### config.mk
export PLATFORM = sky130hd
export DESIGN_NAME = sift_stage_sequencer
export DESIGN_NICKNAME = d
export VERILOG_FILES = /design/src/rtl/sift_seq_pkg.sv /design/src/rtl/sift_stage_sequencer_next_enabled_stage.sv /design/src/rtl/sift_stage_sequencer.sv
export SDC_FILE = /design/constraint.sdc
export NUM_CORES = 1
export LEC_CHECK = 0
export ABC_AREA = 1
export ABC_CLOCK_PERIOD_IN_PS = 2770
export CAP_MARGIN = 20
export CELL_PAD_IN_SITES_DETAIL_PLACEMENT = 0
export CELL_PAD_IN_SITES_GLOBAL_PLACEMENT = 1
export CORE_ASPECT_RATIO = 0.8
export CORE_MARGIN = 2
export CORE_UTILIZATION = 42
export CTS_BUF_LIST = sky130_fd_sc_hd__clkbuf_4 sky130_fd_sc_hd__clkbuf_8
export DETAILED_ROUTE_END_ITERATION = 10
export GPL_TIMING_DRIVEN = 0
export PLACE_DENSITY_LB_ADDON = 0.1
export SYNTH_ARGS = -nofsm -noshare
export SYNTH_HDL_FRONTEND = slang
export SYNTH_SLANG_ARGS = --single-unit
### constraint.sdc
create_clock -name clk -period 2.77 [get_ports clk]
set_input_delay 0.6925 -clock clk [delete_from_list [all_inputs] [get_ports clk]]
set_output_delay 0.6925 -clock clk [all_outputs]
set_load 0.03 [all_outputs]
### src/rtl/sift_seq_pkg.sv
// Shared types and constants for the SIFT stage sequencer.
// Latency: n/a (type and constant definitions only).
// Backpressure: n/a.
//
// Contents: sequencer state enum, error code enum, pipeline stage indices.
package sift_seq_pkg;

  typedef enum logic [1:0] {
    IDLE  = 2'd0,
    WAIT  = 2'd1,
    DONE  = 2'd2,
    ERROR = 2'd3
  } seq_state_t;

  typedef enum logic [1:0] {
    ERR_NONE    = 2'd0,
    ERR_TIMEOUT = 2'd1,
    ERR_ABORT   = 2'd2
  } err_code_t;

  // Stage order in the SIFT datapath; index 0 runs first.
  localparam int STAGE_GAUSS = 0;
  localparam int STAGE_DOG   = 1;
  localparam int STAGE_GRAD  = 2;
  localparam int STAGE_KEYPT = 3;
  localparam int STAGE_DESC  = 4;
  localparam int SEQ_NUM_STAGES = 5;

endpackage

### src/rtl/sift_stage_sequencer_next_enabled_stage.sv
// Priority encoder: lowest set mask bit strictly above an index (or anywhere).
// Latency: purely combinational, zero cycles.
// Backpressure: none; result is a pure function of the inputs.
//
// Ports:
//   i_mask   - per-stage enable mask
//   i_first  - when high, search the whole mask and ignore i_above
//   i_above  - only bits with index strictly greater than this are eligible
//   o_found  - an eligible enabled stage exists
//   o_idx    - index of the lowest eligible enabled stage (0 when none)
module next_enabled_stage #(
  parameter int NUM_STAGES = 5
) (
  input  logic [NUM_STAGES-1:0]         i_mask,
  input  logic                          i_first,
  input  logic [$clog2(NUM_STAGES)-1:0] i_above,
  output logic                          o_found,
  output logic [$clog2(NUM_STAGES)-1:0] o_idx
);

  localparam int IDX_W = $clog2(NUM_STAGES);

  // Walk from the top down so the lowest eligible index is written last.
  always_comb begin
    o_found = 1'b0;
    o_idx   = '0;
    for (int i = NUM_STAGES - 1; i >= 0; i--) begin
      if (i_mask[i] && (i_first || (IDX_W'(i) > i_above))) begin
        o_found = 1'b1;
        o_idx   = IDX_W'(i);
      end
    end
  end

endmodule

### src/rtl/sift_stage_sequencer.sv
// Sequences the SIFT stages in index order with start/done handshakes, cycle counts and a watchdog.
// Latency: one cycle from accepted start/done to the next stage_start or pipeline_done.
// Backpressure: start is ignored while busy; only stage_done[current_stage] is honoured.
//
// Ports:
//   clk, rst_in          - clock, asynchronous active-high reset
//   start                - launch pulse (accepted in IDLE/DONE/ERROR)
//   abort                - level; kills the run while waiting on a stage
//   stage_enable         - enable mask, latched on accepted start
//   stage_done           - per-stage one-cycle completion pulses
//   stage_start          - one-hot one-cycle launch pulses
//   stage_abort          - one-cycle pulse on timeout or abort
//   current_stage        - stage being waited on (holds after completion)
//   busy                 - high while a run is in progress
//   pipeline_done        - one-cycle pulse on successful completion
//   stage_cycles(_valid) - cycle count of the stage that just finished
//   error, error_code, error_stage - sticky error report, cleared on next start
module sift_stage_sequencer
  import sift_seq_pkg::*;
#(
  parameter int NUM_STAGES     = 5,
  parameter int TIMEOUT_CYCLES = 1048576,
  parameter int CNT_WIDTH      = 24
) (
  input  logic                          clk,
  input  logic                          rst_in,
  input  logic                          start,
  input  logic                          abort,
  input  logic [NUM_STAGES-1:0]         stage_enable,
  input  logic [NUM_STAGES-1:0]         stage_done,
  output logic [NUM_STAGES-1:0]         stage_start,
  output logic                          stage_abort,
  output logic [$clog2(NUM_STAGES)-1:0] current_stage,
  output logic                          busy,
  output logic                          pipeline_done,
  output logic [CNT_WIDTH-1:0]          stage_cycles,
  output logic                          stage_cycles_valid,
  output logic                          error,
  output logic [1:0]                    error_code,
  output logic [$clog2(NUM_STAGES)-1:0] error_stage
);

  localparam int IDX_W = $clog2(NUM_STAGES);
  localparam logic [CNT_WIDTH-1:0] TIMEOUT_VAL = CNT_WIDTH'(TIMEOUT_CYCLES);

  seq_state_t            r_state;
  logic [NUM_STAGES-1:0] r_mask;
  logic [CNT_WIDTH-1:0]  r_cnt;
  logic [NUM_STAGES-1:0] r_stage_start;
  logic                  r_stage_abort;
  logic [IDX_W-1:0]      r_cur;
  logic                  r_busy;
  logic                  r_pipeline_done;
  logic [CNT_WIDTH-1:0]  r_stage_cycles;
  logic                  r_cycles_vld;
  logic                  r_error;
  err_code_t             r_err_code;
  logic [IDX_W-1:0]      r_err_stage;

  logic                  w_first_found;
  logic [IDX_W-1:0]      w_first_idx;
  logic                  w_next_found;
  logic [IDX_W-1:0]      w_next_idx;

  // First stage is searched on the live enable input so the launch needs no extra cycle.
  next_enabled_stage #(.NUM_STAGES(NUM_STAGES)) u_first (
    .i_mask  (stage_enable),
    .i_first (1'b1),
    .i_above ('0),
    .o_found (w_first_found),
    .o_idx   (w_first_idx)
  );

  next_enabled_stage #(.NUM_STAGES(NUM_STAGES)) u_next (
    .i_mask  (r_mask),
    .i_first (1'b0),
    .i_above (r_cur),
    .o_found (w_next_found),
    .o_idx   (w_next_idx)
  );

  always_ff @(posedge clk or posedge rst_in) begin
    if (rst_in) begin
      r_state         <= IDLE;
      r_mask          <= '0;
      r_cnt           <= '0;
      r_stage_start   <= '0;
      r_stage_abort   <= 1'b0;
      r_cur           <= '0;
      r_busy          <= 1'b0;
      r_pipeline_done <= 1'b0;
      r_stage_cycles  <= '0;
      r_cycles_vld    <= 1'b0;
      r_error         <= 1'b0;
      r_err_code      <= ERR_NONE;
      r_err_stage     <= '0;
    end else begin
      // Pulse outputs default low every cycle.
      r_stage_start   <= '0;
      r_stage_abort   <= 1'b0;
      r_pipeline_done <= 1'b0;
      r_cycles_vld    <= 1'b0;

      case (r_state)
        IDLE, DONE, ERROR: begin
          if (start) begin
            r_mask      <= stage_enable;
            r_error     <= 1'b0;
            r_err_code  <= ERR_NONE;
            r_err_stage <= '0;
            if (w_first_found) begin
              r_state       <= WAIT;
              r_busy        <= 1'b1;
              r_stage_start <= NUM_STAGES'(1) << w_first_idx;
              r_cur         <= w_first_idx;
              r_cnt         <= CNT_WIDTH'(1);
            end else begin
              // Empty mask: report completion immediately without ever going busy.
              r_state         <= DONE;
              r_pipeline_done <= 1'b1;
            end
          end
        end

        WAIT: begin
          // Abort beats done, done beats timeout.
          if (abort || (!stage_done[r_cur] && (r_cnt == TIMEOUT_VAL))) begin
            r_state       <= ERROR;
            r_busy        <= 1'b0;
            r_stage_abort <= 1'b1;
            r_error       <= 1'b1;
            r_err_code    <= abort ? ERR_ABORT : ERR_TIMEOUT;
            r_err_stage   <= r_cur;
          end else if (stage_done[r_cur]) begin
            r_stage_cycles <= r_cnt;
            r_cycles_vld   <= 1'b1;
            if (w_next_found) begin
              r_stage_start <= NUM_STAGES'(1) << w_next_idx;
              r_cur         <= w_next_idx;
              r_cnt         <= CNT_WIDTH'(1);
            end else begin
              r_state         <= DONE;
              r_busy          <= 1'b0;
              r_pipeline_done <= 1'b1;
            end
          end else if (r_cnt != '1) begin
            r_cnt <= r_cnt + 1'b1;
          end
        end

        default: r_state <= IDLE;
      endcase
    end
  end

  assign stage_start        = r_stage_start;
  assign stage_abort        = r_stage_abort;
  assign current_stage      = r_cur;
  assign busy               = r_busy;
  assign pipeline_done      = r_pipeline_done;
  assign stage_cycles       = r_stage_cycles;
  assign stage_cycles_valid = r_cycles_vld;
  assign error              = r_error;
  assign error_code         = r_err_code;
  assign error_stage        = r_err_stage;

endmodule

==> impl_results.md, run 1 <==
* Net Count, Synth at 577
* Final Worst Setup Slack at 415 ps
* Layout cells sized above 1 at 0.119
* Row cnt at 32
* CP bufs+invs at 3
* Wire per inst at 16.3 um
* Final WL at 12500 um
* Fin crit period at 2350 ps
* GRT busiest layer: met1
* Number of global-route vias before repair at 3747
* Class of the most critical setup path: register to register
* Final layout net count at 643
* LEAKAGE at 2.35 nW
* Met2 Resource Use GR at 0.336
* Count of cell types in the netlist at 31
* Worst path top cell family by delay: simple AND/OR/NAND/NOR gates
* I/O Buffers at 55
* Synthesized cell area at 4170 um2
* Vias at 3980
* EDFF count, synth at 0
* Core Footprint at 9650 um2
* CP Cell Sequence: ha_1 -> nand2_1 -> nor2_1 -> nand2_1 -> inv_1 -> nand2_1 -> nor2_1 -> nand3_1 -> nand2_1 -> inv_1 -> buf_6 -> nand4_1 -> nand2_1
* Cells after Synth at 561
* Fillers at 988
* Instance count on the critical path at 13
* Worst r2r src: r_cnt[0]$_DFFE_PP0P_
* Period utilization at 0.850
* RSZ-0062 raised after global routing: false
* Worst Reg-to-Reg Cells at 13
* Crit-path slowest cell: dfrtp_1
* Vert. Die Dim at 93.1 um
* Syn avg cell area at 7.43 um2
* Worst-Margin Slew at 908 ps
* Synth top cells by count: nand2_1, nor2_1, dfrtp_1, nand3_1, inv_1
* Most frequent cell after synthesis: nand2_1
* Top cell by count, worst path: nand2_1
* Highest ir drop seen on vdd at 0.548 mV
* Flops & latches, synth at 72
* Crit-path max cell delay at 540 ps
* Total gr overflow at 0
* Status: finished, final reports clean
* H-tree Lvls at 3
* 1st-pass router iterations at 5
* Synthesis warning total at 0
* Hold Vio Cnt, Final at 0
* Startpoint Class: register
* Fmax at 0.425 GHz
* DP Worst Slack at 196 ps
* Hold buffers post-CTS at 0
* Initial drt markers at 387
* P per Cell Area at 869 nW/um2
* Die width at 115 um
* Setup-failing EPs final at 0
* Routed Antenna Nets at 0
* Crit. End Element: register
* Post_cts resized at 0
* CTS Sinks at 72
* R2R Path End: r_cnt[1]$_DFFE_PP0P_
* Avg Vias per Cell at 5.18
* Clock Pin Slew Worst Setup and Hold Paths at 80 ps
* DP HPWL at 9510 um
* Met3 Track Usage GR at 0.0467
* Worst Path Arrival at 2620 ps
* Synth top area share at 0.432
* Hold Slack at 484 ps
* All-Layer GR Usage at 0.251
* Worst-skew pair later-pin latency at 370 ps
* Io pins at 56
* Top FF cell, synth: dfrtp_1
* Initial antenna violation count at 0
* Met1 usage at 0.403
* Clk_skew at 7.92 ps
* Hold Crit Depth at 2
* Postcts setup bufs at 0
* Clock tree buffer depth at 2
* Inserted Clock Buffers at 9
* Min-Delay Path Class: register to register
* Synth area leaders: dfrtp_1, nand2_1, nor2_1
* # DRC at 0
* Hold_sp: busy$_DFFE_PP0P_
* Last weighted congestion value of the routability-driven placer at 0.911
* Yosys top cell by area: dfrtp_1
* Max-cap viol count at 0
* Initial core utilization at 0.432
* Clock root cell: clkbuf_8
* Largest net degree at the start of global routing at 73
* # diodes at 0
* Hold endpoint: busy$_DFFE_PP0P_
* Final Max Tran Viols at 0
* Worst rel slew slack at 0.395
* Die Area at 10700 um2
* First-pass GRT wire length at 20300 um
* Seq/Total Area, Yosys at 0.432
* CTS tree: built
* Critical path fanouts, max at 10
* Async S/R FF share, synth at 1.00
* R2r setup slk at 420 ps
* Area delta synth->final at 22.6%
* Critical Path RT at 3030 ps
state kept, by name (all words and copies together), names as in the netlist, 2 cells and up:
name           flops
current_stage      3
error_code         2
error_stage        3
r_cnt             24
r_mask             4
r_state            2
stage_cycles      24
stage_start        5
cell type report:
class	count	area [um2]	share of cell area
Multi-Input combinational cell	417	2030	0.397
Tap cell	136	170	0.0333
Timing Repair Buffer	55	551	0.108
Clock inverter	7	93.8	0.0184
Buffer	22	153	0.0299
Inverter	50	190	0.0372
Clock buffer	9	124	0.0242
Sequential cell	72	1800	0.353
worst max-delay path by stage:
| stage | slack, ps | end | from |
|---|---|---|---|
| floorplan | 250 | busy$_DFFE_PP0P_ | rst_in |
| global placement | -1000 | stage_cycles[17]$_DFFE_PP0P_ | rst_in |
| detailed placement | 200 | r_state[0]$_DFFE_PP0P_ | stage_done[3] |
| CTS | 430 | current_stage[2] | current_stage[2]$_DFFE_PP0P_ |
| global route | 220 | r_cnt[7]$_DFFE_PP0P_ | r_cnt[0]$_DFFE_PP0P_ |
| finish | 420 | r_cnt[1]$_DFFE_PP0P_ | r_cnt[0]$_DFFE_PP0P_ |
stage by stage:
stage	area [um2]	total power [mW]	std cells	util	TNS, ps
after global routing	5110	4.71	768	0.529	0
after floorplan	4170	2.77	561	-	0
final	5110	4.44	768	0.529	0
after CTS	5110	4.47	768	0.529	0
after detailed placement	4890	3.52	752	0.507	0
after global placement	4890	3.50	752	0.507	-71800
cell usage in the layout, fill, tap and decap left out, types with 9 or more instances in the layout:
cell             count
buf_2               10
clkbuf_8             9
clkdlybuf4s50_1     55
dfrtp_1             72
inv_1               43
nand2_1            170
nand3_1             47
nand3_2             15
nand4_1             32
nor2_1              78
o21ai_0             31
metal layers:
metal | wire [um] | share of wire
met5 | 0 | 0
met4 | 150 | 0.012
met3 | 616 | 0.049
met2 | 5090 | 0.41
met1 | 6660 | 0.53
cell families (layout without fill, tap and decap cells):
family                   Yosys count  after routing  synth area share
adder cells (fa/ha/maj)            2              2           0.00600
AND/OR/NAND/NOR                  365            365             0.410
flip-flops                        72             72             0.432
XOR/XNOR                           8              8            0.0168
AO/OA/AOI/OAI                     42             42            0.0534
buffers and inverters             72            143            0.0817
worst reg2reg max path, cell delays in order, from the launching register on:
cell and delay [ps]:
dfrtp_1 540, ha_1 270, nand2_1 70, nor2_1 290, nand2_1 220, inv_1 120
nand2_1 80, nor2_1 130, nand3_1 90, nand2_1 80, inv_1 80, buf_6 150
nand4_1 80, nand2_1 60
where the power goes:
part	total, mW	switching (mW)	internal, mW	leakage (nW)
logic	2.16	1.49	0.669	1.27
clock network	0.936	0.430	0.506	0.106
registers	1.34	0.130	1.21	0.974
Power figures use the tool's default switching activity.
==> inputs of run 2 (changes only) <==
--- a/config.mk
+++ b/config.mk
@@ -12,11 +12,14 @@
 export CELL_PAD_IN_SITES_GLOBAL_PLACEMENT = 1
 export CORE_ASPECT_RATIO = 0.8
 export CORE_MARGIN = 2
-export CORE_UTILIZATION = 42
+export CORE_UTILIZATION = 41
 export CTS_BUF_LIST = sky130_fd_sc_hd__clkbuf_4 sky130_fd_sc_hd__clkbuf_8
 export DETAILED_ROUTE_END_ITERATION = 10
 export GPL_TIMING_DRIVEN = 0
+export HOLD_SLACK_MARGIN = 0.06
 export PLACE_DENSITY_LB_ADDON = 0.1
 export SYNTH_ARGS = -nofsm -noshare
 export SYNTH_HDL_FRONTEND = slang
+export SYNTH_HIERARCHICAL = 1
 export SYNTH_SLANG_ARGS = --single-unit
+export TNS_END_PERCENT = 50
==> run 2 against run 1 <==
  * Synthesized cell count is 7.5% higher
  * Worst setup slack worse by 290 ps
  * Register-to-register slack improved by 50 ps
  * Non-clock buffer count increased by 2
  * Area after synthesis rose by 1.4%
  * Highest routed layer unchanged
  * Clock power is 12% higher
  * Largest power group unchanged
  * Clock-buffer cell count is 2 higher
  * Hold slack about the same
  * Critical path type is now input pin to register
  * Global-route usage fell by 2.1 points
  * Critical endpoint is now r_cnt[15]$_DFFE_PP0P_
  * Clock skew is 6.0 ps higher
  * Critical path depth is 1 lower
==> impl_results.md, run 2 <==
* Status: finished, final reports clean (unchanged)
* 1st-pass router iterations at 5 (unchanged)
* # DRC at 0 (unchanged)
* Fin crit period at 2650 ps (was 2350 ps)
* Crit path from: stage_enable[0] (was r_cnt[0]$_DFFE_PP0P_)
* Final layout net count at 694 (was 643)
* Clock Pin Slew Worst Setup and Hold Paths at 70 ps (was 80 ps)
* Highest ir drop seen on vdd at 0.566 mV (was 0.548 mV)
* Critical path fanouts, max at 10 (unchanged)
* Final WL at 12200 um (was 12500 um)
* Initial antenna violation count at 0 (unchanged)
* Routed Antenna Nets at 0 (unchanged)
* Core Footprint at 10200 um2 (was 9650 um2)
* Async S/R FF share, synth at 1.00 (unchanged)
* Commonest cells after routing, fill and taps aside: nand2_1, nor2_1, dfrtp_1, inv_1, clkdlybuf4s50_1 (was nand2_1, nor2_1, dfrtp_1, clkdlybuf4s50_1, nand3_1)
* Count of cell types in the netlist at 31 (unchanged)
* Worst r2r src: current_stage[2]$_DFFE_PP0P_ (was r_cnt[0]$_DFFE_PP0P_)
* Synth top cells by count: nand2_1, nor2_1, dfrtp_1, inv_1, nand3_1 (was nand2_1, nor2_1, dfrtp_1, nand3_1, inv_1)
* Setup-failing EPs final at 0 (unchanged)
* Total gr overflow at 0 (unchanged)
* Final Max Tran Viols at 0 (unchanged)
* All-Layer GR Usage at 0.230 (was 0.251)
* Hold Slack at 484 ps (about the same)
* DP Worst Slack at -164 ps (was 196 ps)
* Seq/Total Area, Yosys at 0.432 (about the same)
* Vert. Die Dim at 94.8 um (was 93.1 um)
* Syn avg cell area at 7.01 um2 (was 7.43 um2)
* Synth top area share at 0.432 (about the same)
* Class of the most critical setup path: input pin to register (was register to register)
* P per Cell Area at 862 nW/um2 (was 869 nW/um2)
* Synthesized cell area at 4220 um2 (was 4170 um2)
* Last weighted congestion value of the routability-driven placer at 0.917 (was 0.911)
* Postcts setup bufs at 0 (unchanged)
* Number of global-route vias before repair at 3728 (was 3747)
* Worst Path Arrival at 2940 ps (was 2620 ps)
* Die width at 117 um (was 115 um)
* Io pins at 56 (unchanged)
* CTS tree: built (unchanged)
* Cells after Synth at 603 (was 561)
* Clock root cell: clkbuf_8 (unchanged)
* CTS Sinks at 73 (was 72)
* Wire per inst at 14.8 um (was 16.3 um)
* Fmax at 0.378 GHz (was 0.425 GHz)
* Startpoint Class: input pin (was register)
* Clk_skew at 13.9 ps (was 7.92 ps)
* Worst rel slew slack at 0.571 (was 0.395)
* Non-Filler Instances at 823 (was 768)
* Inserted Clock Buffers at 9 (unchanged)
* Hold buffers post-CTS at 0 (unchanged)
* Largest net degree at the start of global routing at 59 (was 73)
* Worst-skew pair later-pin latency at 370 ps (about the same)
* Initial drt markers at 325 (was 387)
* Vias at 4139 (was 3980)
* Layout cells sized above 1 at 0.0864 (was 0.119)
* Most frequent cell after synthesis: nand2_1 (unchanged)
* Area delta synth->final at 24.5% (was 22.6%)
* Period utilization at 0.955 (was 0.850)
* Hold_sp: stage_cycles[5]$_DFFE_PP0P_ (was busy$_DFFE_PP0P_)
* Critical Path RT at 3070 ps (was 3030 ps)
* DP HPWL at 9090 um (was 9510 um)
* Clock tree buffer depth at 2 (unchanged)
* Max-cap viol count at 0 (unchanged)
* Synth area leaders: dfrtp_1, nand2_1, nor2_1 (unchanged)
* First-pass GRT wire length at 19900 um (was 20300 um)
* Placed cell count at 807 (was 752)
* H-tree Lvls at 3 (unchanged)
* Worst-Margin Slew at 643 ps (was 908 ps)
* RSZ-0062 raised after global routing: false (unchanged)
* EDFF count, synth at 0 (unchanged)
* Post_cts resized at 0 (unchanged)
* I/O Buffers at 55 (unchanged)
* Avg Vias per Cell at 5.03 (was 5.18)
* Synthesis warning total at 6 (was 0)
* Most common cell after layout, fill and taps aside: nand2_1 (unchanged)
* Flops & latches, synth at 73 (was 72)
* Yosys top cell by area: dfrtp_1 (unchanged)
* Final total power at 4.53 mW (was 4.44 mW)
* Row cnt at 33 (was 32)
* Top FF cell, synth: dfrtp_1 (unchanged)
* # diodes at 0 (unchanged)
* Die Area at 11100 um2 (was 10700 um2)
* LEAKAGE at 2.45 nW (was 2.35 nW)
* Min-Delay Path Class: register to register (unchanged)
* TNS Setup at 0 ps (unchanged)
* Final Worst Setup Slack at 123 ps (was 415 ps)
* Crit. End Element: register (unchanged)
* Hold Vio Cnt, Final at 0 (unchanged)
* Initial core utilization at 0.416 (was 0.432)
==> run 2: final timing paths <==
path	endpoint	slack [ps]	cells after the start
min in group asynchronous	current_stage[2]$_DFFE_PP0P_	600	2
worst max-delay path	r_cnt[15]$_DFFE_PP0P_	120	12
max in group asynchronous	stage_start[0]$_DFF_PP0_	1590	3
worst min register to register	stage_cycles[5]$_DFFE_PP0P_	480	2
worst max register to register	r_cnt[15]$_DFFE_PP0P_	470	13
worst min-delay path	stage_cycles[5]$_DFFE_PP0P_	480	2
==> run 2: cells by family (layout without fill, tap and decap cells) <==
kind of cell,Yosys count,after routing,synth area share
AO/OA/AOI/OAI,55,55,0.0720
buffers and inverters,90,162,0.0898
AND/OR/NAND/NOR,376,376,0.388
adder cells (fa/ha/maj),2,2,0.00592
other,2,10,0.00178
XOR/XNOR,5,5,0.0104
flip-flops,73,73,0.432
==> run 2: cell type report <==
class / count / area [um2]
plain buffers: 23 / 128
flip-flops and latches: 73 / 1830
fillers: 1057 / 4900
well taps: 140 / 175
clock buffers: 11 / 145
clock inverters: 5 / 103
inverters: 67 / 254
repair buffers: 56 / 578
multi-input cells: 448 / 2050
==> run 2: power by group <==
part / switching [mW] / total, mW / internal, mW
Clock: 0.417 / 1.05 / 0.631
Combinational: 1.46 / 2.12 / 0.661
Sequential: 0.124 / 1.36 / 1.24
Total: 2.00 / 4.53 / 2.53
==> run 2: worst max-delay path, cell delays in order <==
cell	delay, ps
clkdlybuf4s50_1	480
nand2_1	70
inv_1	100
a21oi_1	50
and2_1	150
nand2_1	100
inv_1	80
nand2_1	170
buf_2	280
buf_1	490
nand4_1	170
nand2_1	100
==> run 2: through the flow <==
step,area [um2],utilization
after floorplan,4250,-
after global placement,4980,0.490
after detailed placement,5010,0.493
after CTS,5260,0.518
after global routing,5260,0.518
final,5260,0.518
==> run 2: layer usage <==
layer / vias up / track usage / wire length (um)
li1: 2065 / - / -
met1: 1928 / 0.355 / 6470
met2: 132 / 0.313 / 4800
met3: 14 / 0.0453 / 706
met4: 0 / 0.0884 / 181
met5: - / 0 / 0
